File: src/rtl/vga_scene_pkg.sv
// Scene table, FSM states and lookup shared by the VGA scene sequencer.
// Optional fade build: define VGA_SCENE_FADE_EN.
package vga_scene_pkg;

   typedef enum logic [1:0] {
      HOLD,
      FADE_OUT,
      FADE_IN
   } state_e;

   typedef struct packed {
      logic [2:0] patmode;
      logic [2:0] inymode;
      logic [1:0] timemode;
   } scene_cfg_t;

   localparam scene_cfg_t SCENE_TABLE [0:7] = '{
      '{3'd0, 3'd0, 2'd0},
      '{3'd1, 3'd2, 2'd1},
      '{3'd2, 3'd4, 2'd2},
      '{3'd3, 3'd6, 2'd3},
      '{3'd4, 3'd1, 2'd0},
      '{3'd5, 3'd3, 2'd1},
      '{3'd6, 3'd5, 2'd2},
      '{3'd7, 3'd7, 2'd3}
   };

   function automatic scene_cfg_t scene_lookup(input logic [2:0] idx);
      return SCENE_TABLE[idx];
   endfunction

endpackage

File: src/rtl/vga_scene_sequencer_if.sv
// Control/status bundle between the frame timing side and the scene sequencer.
// Master drives frame timing and controls; slave returns scene state.
interface vga_scene_sequencer_if #(
   parameter int TM_W = 20
);
   logic            frame_start;
   logic            run;
   logic            step_req;
   logic [7:0]      hold_frames;
   logic [2:0]      scene_idx;
   logic [2:0]      patmode;
   logic [2:0]      inymode;
   logic [1:0]      timemode;
   logic [TM_W-1:0] tm;
   logic            scene_change;
   logic [7:0]      fade_level;

   modport master (
      output frame_start, run, step_req, hold_frames,
      input  scene_idx, patmode, inymode, timemode,
      input  tm, scene_change, fade_level
   );

   modport slave (
      input  frame_start, run, step_req, hold_frames,
      output scene_idx, patmode, inymode, timemode,
      output tm, scene_change, fade_level
   );
endinterface

File: src/rtl/vga_fade_ramp.sv
// Saturating 8-bit brightness ramp; used only when VGA_SCENE_FADE_EN is defined.
module vga_fade_ramp #(
   parameter int FADE_STEP = 16
) (
   input  logic [7:0] i_level,
   input  logic       i_up,
   output logic [7:0] o_next,
   output logic       o_at_min,
   output logic       o_at_max
);
   localparam logic [8:0] STEP9 = 9'(FADE_STEP);

   logic [8:0] w_sum;

   assign w_sum = {1'b0, i_level} + STEP9;

   always_comb begin
      o_next = i_level;
      if (i_up)
         o_next = w_sum[8] ? 8'hFF : w_sum[7:0];
      else if ({1'b0, i_level} < STEP9)
         o_next = 8'h00;
      else
         o_next = i_level - STEP9[7:0];
   end

   assign o_at_min = (i_level == 8'h00);
   assign o_at_max = (o_next == 8'hFF);
endmodule

File: src/rtl/vga_scene_sequencer.sv
// Frame-synchronous scene scheduler: time base, scene index and mode selects.
// Define VGA_SCENE_FADE_EN to fade out/in around every scene change.
module vga_scene_sequencer
   import vga_scene_pkg::*;
#(
   parameter int NUM_SCENES = 8,
   parameter int TM_W       = 20,
   parameter int FADE_STEP  = 16
) (
   input logic clk,
   input logic rst_n,
   vga_scene_sequencer_if.slave bus
);
   localparam logic [2:0] IDX_LAST = 3'(NUM_SCENES - 1);

   state_e          r_state;
   logic [2:0]      r_idx;
   scene_cfg_t      r_cfg;
   logic [TM_W-1:0] r_tm;
   logic [7:0]      r_hold_cnt;
   logic            r_step_pend;
   logic            r_change;

   logic [7:0]      w_lim;
   logic            w_due;
   logic [2:0]      w_next_idx;
   scene_cfg_t      w_next_cfg;

   // hold_frames of 0 behaves as 1; >= catches a limit lowered mid-scene
   assign w_lim      = (bus.hold_frames == 8'd0) ? 8'd0
                     : bus.hold_frames - 8'd1;
   assign w_due      = r_step_pend | bus.step_req
                     | (bus.run & (r_hold_cnt >= w_lim));
   assign w_next_idx = (r_idx == IDX_LAST) ? 3'd0 : r_idx + 3'd1;
   assign w_next_cfg = scene_lookup(w_next_idx);

`ifdef VGA_SCENE_FADE_EN
   logic [7:0] r_fade;
   logic [7:0] w_ramp_next;
   logic       w_at_min;
   logic       w_at_max;

   vga_fade_ramp #(
      .FADE_STEP (FADE_STEP)
   ) u_ramp (
      .i_level  (r_fade),
      .i_up     (r_state == FADE_IN),
      .o_next   (w_ramp_next),
      .o_at_min (w_at_min),
      .o_at_max (w_at_max)
   );

   assign bus.fade_level = r_fade;
`else
   assign bus.fade_level = 8'hFF;
`endif

   always_ff @(posedge clk or negedge rst_n) begin
      if (!rst_n) begin
         r_state     <= HOLD;
         r_idx       <= 3'd0;
         r_cfg       <= scene_lookup(3'd0);
         r_tm        <= '0;
         r_hold_cnt  <= 8'd0;
         r_step_pend <= 1'b0;
         r_change    <= 1'b0;
`ifdef VGA_SCENE_FADE_EN
         r_fade      <= 8'hFF;
`endif
      end else begin
         r_change <= 1'b0;
         if (bus.step_req)
            r_step_pend <= 1'b1;
         if (bus.frame_start) begin
            if (bus.run)
               r_tm <= r_tm + 1'b1;
            unique case (r_state)
               HOLD: begin
                  if (w_due) begin
                     r_step_pend <= 1'b0;
                     r_hold_cnt  <= 8'd0;
`ifdef VGA_SCENE_FADE_EN
                     r_state     <= FADE_OUT;
`else
                     r_idx       <= w_next_idx;
                     r_cfg       <= w_next_cfg;
                     r_change    <= 1'b1;
`endif
                  end else if (bus.run) begin
                     r_hold_cnt <= r_hold_cnt + 8'd1;
                  end
               end
`ifdef VGA_SCENE_FADE_EN
               // scene swaps only once the screen is fully dark
               FADE_OUT: begin
                  if (bus.run) begin
                     if (w_at_min) begin
                        r_idx    <= w_next_idx;
                        r_cfg    <= w_next_cfg;
                        r_change <= 1'b1;
                        r_state  <= FADE_IN;
                     end else begin
                        r_fade <= w_ramp_next;
                     end
                  end
               end
               FADE_IN: begin
                  if (bus.run) begin
                     r_fade <= w_ramp_next;
                     if (w_at_max) begin
                        r_state    <= HOLD;
                        r_hold_cnt <= 8'd0;
                     end
                  end
               end
`endif
               default: r_state <= HOLD;
            endcase
         end
      end
   end

   assign bus.scene_idx    = r_idx;
   assign bus.patmode      = r_cfg.patmode;
   assign bus.inymode      = r_cfg.inymode;
   assign bus.timemode     = r_cfg.timemode;
   assign bus.tm           = r_tm;
   assign bus.scene_change = r_change;
endmodule
File: src/flat_wrapper.sv
// flat-port wrapper written by rule: the top's interface ports become plain ports
module vga_scene_sequencer_flat import vga_scene_pkg::*;
#(
   parameter int NUM_SCENES = 8,
   parameter int TM_W       = 20,
   parameter int FADE_STEP  = 16
)
  (clk, rst_n, bus_frame_start, bus_run, bus_step_req, bus_hold_frames, bus_scene_idx, bus_patmode, bus_inymode, bus_timemode, bus_tm, bus_scene_change, bus_fade_level);
  vga_scene_sequencer_if #(.TM_W(TM_W)) bus_i ();
  input logic clk;
  input logic rst_n;
  input wire logic [$bits(bus_i.frame_start)-1:0] bus_frame_start;
  input wire logic [$bits(bus_i.run)-1:0] bus_run;
  input wire logic [$bits(bus_i.step_req)-1:0] bus_step_req;
  input wire logic [$bits(bus_i.hold_frames)-1:0] bus_hold_frames;
  output wire logic [$bits(bus_i.scene_idx)-1:0] bus_scene_idx;
  output wire logic [$bits(bus_i.patmode)-1:0] bus_patmode;
  output wire logic [$bits(bus_i.inymode)-1:0] bus_inymode;
  output wire logic [$bits(bus_i.timemode)-1:0] bus_timemode;
  output wire logic [$bits(bus_i.tm)-1:0] bus_tm;
  output wire logic [$bits(bus_i.scene_change)-1:0] bus_scene_change;
  output wire logic [$bits(bus_i.fade_level)-1:0] bus_fade_level;
  assign bus_i.frame_start = bus_frame_start;
  assign bus_i.run = bus_run;
  assign bus_i.step_req = bus_step_req;
  assign bus_i.hold_frames = bus_hold_frames;
  assign bus_scene_idx = bus_i.scene_idx;
  assign bus_patmode = bus_i.patmode;
  assign bus_inymode = bus_i.inymode;
  assign bus_timemode = bus_i.timemode;
  assign bus_tm = bus_i.tm;
  assign bus_scene_change = bus_i.scene_change;
  assign bus_fade_level = bus_i.fade_level;
  vga_scene_sequencer #(.NUM_SCENES(NUM_SCENES), .TM_W(TM_W), .FADE_STEP(FADE_STEP)) u_core (.clk(clk), .rst_n(rst_n), .bus(bus_i));
endmodule
File: config.mk
export PLATFORM = sky130hd
export DESIGN_NAME = vga_scene_sequencer_flat
export DESIGN_NICKNAME = d
export VERILOG_FILES = /design/src/rtl/vga_scene_pkg.sv /design/src/rtl/vga_scene_sequencer_if.sv /design/src/rtl/vga_fade_ramp.sv /design/src/rtl/vga_scene_sequencer.sv /design/src/flat_wrapper.sv
export SDC_FILE = /design/constraint.sdc
export NUM_CORES = 1
export LEC_CHECK = 0
export BUFFER_PORTS_ARGS = -buffer_cell sky130_fd_sc_hd__buf_2
export CAP_MARGIN = 5
export CORE_MARGIN = 4
export CORE_UTILIZATION = 40
export DETAILED_ROUTE_END_ITERATION = 7
export PLACE_DENSITY_LB_ADDON = 0.05
export SETUP_SLACK_MARGIN = 0.4
export SLEW_MARGIN = 20
export SYNTH_ARGS = -nofsm -noshare
export SYNTH_HDL_FRONTEND = slang
export SYNTH_SLANG_ARGS = --single-unit
File: constraint.sdc
create_clock -name clk -period 2.3 [get_ports clk]
set_input_delay 0.345 -clock clk [delete_from_list [all_inputs] [get_ports clk]]
set_output_delay 0.345 -clock clk [all_outputs]
set_load 0.01 [all_outputs]
==> impl_results.md <==
* Worst reg2reg setup slack at roughly 0.3 ns
* Via count at around 1500
* TritonCTS Buffers at 5
* Crit path time final at about 2.6 ns
* Initial antenna violation count at 0
* Synth top cells by count: dfrtp_1, nand2_1, buf_4
* R2r endpoint: u_core.bus.patmode[0]
* Psw at roughly 570 uW
* Worst VDD drop at about 0.53 mV
* Io pins at 53
* Clk Latency, worst-skew pair at between 0.2 and 0.3 ns
* Slew HR at 0.4724
* CTS Sinks at 33
* Slew Viols, Final at 0
* Crit path kind: input pin to flip-flop
* WL/cell at roughly 13 um
* Count of cell types in the netlist at 40
* Final WS setup at -0.2661 ns
* Dominant cells by area after synthesis: dfrtp_1, ha_1, xnor2_1
* Die X at 78.53 um
* Antenna violation net count after detailed routing at 0
* # setup viols final at 11
* Crit path cell chain: buf_8 -> inv_8 -> ha_4 -> nor2b_4 -> nand3b_1 -> or3_4 -> and2_4 -> ha_4 -> nand2b_4 -> a2111oi_4 -> o41ai_4 -> and2_4 -> mux2_4
* Initial DRT Pass Iterations at 4
* Ys Warns at 0
* Finished Core Util at 0.5229
* Design Area, Final at 2502 um^2
* P&R area growth vs syn at 25.79%
* Worst hold margin at around 0.13 ns
* Root buf cell: clkbuf_8
* Final Hold Fails at 0
* GRT Resource Usage Total at 0.1428
* Core area at 4786 um^2
* Max-Cap Viols at 0
* Synthesized flop and latch total at 33
* Cell with the most instances after synthesis: dfrtp_1
* Internal power at between 1 and 1.5 mW
* Top-area cell type share of the netlist area at 0.4151
* Number of remaining DRC errors at 0
* Largest net degree at the start of global routing at 34
* Grt ovf at 0
* Final wirelength at slightly above 4000 um
* Switching Share at 0.3243
* Violations in the final reports: setup timing
* Status: complete, but fails checks
* Diodes inserted at 0
* Ys flop type: dfrtp_1
* Crit. End Element: flip-flop
* Setup TNS at -1.602 ns
* Vias per inst at roughly 4.8
* Synthesized area per cell at 10.25 um^2
* Crit share post-route at 1.116
* Initial Utilization at 0.4157
* Crit-path max FO at 4
* Maximum clock frequency at around 390 MHz
* Combinational power share at 0.321
* Async SR Flop Fraction at 1.000
* Clock Pin Slew Worst Setup and Hold Paths at roughly 0.07 ns
* Slew @ Worst Pin at 0.7867 ns
* Clock power frac at 0.242
* Dpl ws at -0.7866 ns
* EDFF count, synth at 0
* Register share of total power at 0.437
* RSZ-0062 raised after global routing: true
* CTS tree: done
* H-tree levels at 2
* Share of cells above drive strength 1 at 0.3640
* Total die area at slightly above 6000 um^2
* Fill cells at around 460
* # rows at 25
* Crit. Startpoint: bus_hold_frames[0]
* Clk_skew at around 0.0047 ns
* Cells on worst reg2reg path at 7
* Area post-placement at approximately 2300 um^2
* LEAKAGE at 1.238 nW
* CP arrival at 2.72 ns
* Routability congestion estimate at around 0.87
* Iter 0 DRT Violations at 36
* Reg2Reg Launch Point: u_core.r_hold_cnt[0]
* Syn Std Cell Area at slightly below 2000 um^2
* First-pass GRT wire length at 7065 um
* HPWL after detailed placement at 3079 um
* Crit-path max cell delay at 0.40 ns
* Hold WC Path Type: input pin to asynchronous set/reset pin
* Clock Tree Buf Depth at 2
* Post-synthesis sequential area ratio at 0.4151
* Vias in the first global route at roughly 1500
* PD cells at between 700 and 800 nW/um^2
* Layout Nets at roughly 280
* Slowest CP cell: a2111oi_4
* Startpoint types: input pin
* Crit path required time at between 2 and 2.5 ns
* Yosys top cell by area: dfrtp_1
* Die height at roughly 79 um
* Syn Inst Count at between 150 and 200
* Port bufs at between 40 and 50
-- flip-flops by register name, indices dropped and copies added (netlist names) --
register,count
u_core.r_step_pend,1
u_core.bus.inymode,1
u_core.r_hold_cnt,8
u_core.bus.scene_change,1
u_core.bus.tm,20
u_core.bus.patmode,2
-- cell usage in the layout, fill, tap and decap left out, types with 2 or more instances in the layout --
cell type / instances
nor2_1: 14
buf_2: 42
and3_1: 5
o21ai_2: 2
nand2_1: 21
conb_1: 8
o31ai_2: 2
nand3_1: 11
dfrtp_1: 33
xor2_1: 8
ha_1: 10
nand4_1: 4
buf_4: 16
clkbuf_8: 6
xnor2_1: 14
and2_4: 2
mux2i_1: 3
o21ai_1: 5
ha_4: 2
mux2_4: 3
nor3_1: 3
nand2b_1: 3
nor2b_1: 2
a21oi_1: 3
-- critical path, delay by kind of cell --
kind	cells	cell delay (ns)
simple gates	6	1.11
compound gates	2	0.51
fa+ha+maj	2	0.32
mux	1	0.30
buf+inv	2	0.16
-- worst max path at each step --
stage / endpoint / slack [ns] / cells after the start
floorplan: u_core.bus.inymode[0] / -0.57 / 13
global placement: u_core.bus.patmode[1] / -0.66 / 13
detailed placement: u_core.bus.patmode[0] / -0.79 / 13
CTS: u_core.bus.patmode[0] / -0.26 / 13
global route: u_core.bus.inymode[0] / -0.33 / 13
finish: u_core.bus.patmode[0] / -0.27 / 13
-- logic make-up (layout without fill, tap and decap cells) --
logic type	after synthesis	in the layout	share of synthesized area
AO/OA/AOI/OAI	22	22	0.09561
XOR/XNOR	22	22	0.09686
adder cells (fa/ha/maj)	13	13	0.08176
buffers and inverters	21	70	0.07421
flip-flops	33	33	0.4151
multiplexers	7	7	0.04339
other	1	8	0.001885
AND/OR/NAND/NOR	75	75	0.1912
-- power groups by stage --
stage / clock network, mW / logic (mW) / registers [mW]
global placement: 0 / 0.547 / 0.777
finish: 0.427 / 0.566 / 0.772
global route: 0.472 / 0.618 / 0.796
detailed placement: 0 / 0.558 / 0.784
floorplan: 0 / 0.396 / 0.811
CTS: 0.443 / 0.574 / 0.776
-- routing by layer --
metal,global-route usage,vias up,wire (um)
met5,0,-,0
met4,0.03671,0,15
met3,0.03326,2,215
met2,0.2487,40,2037
met1,0.1764,733,1788
li1,-,755,-
-- area by class of cell --
cell class | instances | area [um^2] | share of cell area
Timing Repair Buffer | 60 | 356.6 | 0.1425
Clock buffer | 7 | 86.33 | 0.03450
Tap cell | 67 | 83.83 | 0.03350
Sequential cell | 33 | 825.8 | 0.3300
Multi-Input combinational cell | 147 | 1119 | 0.4470
Inverter | 3 | 31.28 | 0.01250
-- timing repair --
action / CTS / global route
hold buffers: 0 / 0
resized for setup: 21 / 1
pin swaps: 8 / 0
setup endpoints to repair: 12 / 12
buffers inserted: 5 / 0
cloned: 0 / 0
hold endpoints to repair: 0 / 0
-- stage by stage --
| step | std cells | total power [mW] |
|---|---|---|
| after floorplan | 201 | 1.207 |
| after global placement | 305 | 1.325 |
| after detailed placement | 305 | 1.342 |
| after CTS | 317 | 1.793 |
| after global routing | 317 | 1.886 |
| final | 317 | 1.764 |
No activity file was read; power rests on OpenSTA's default activity.
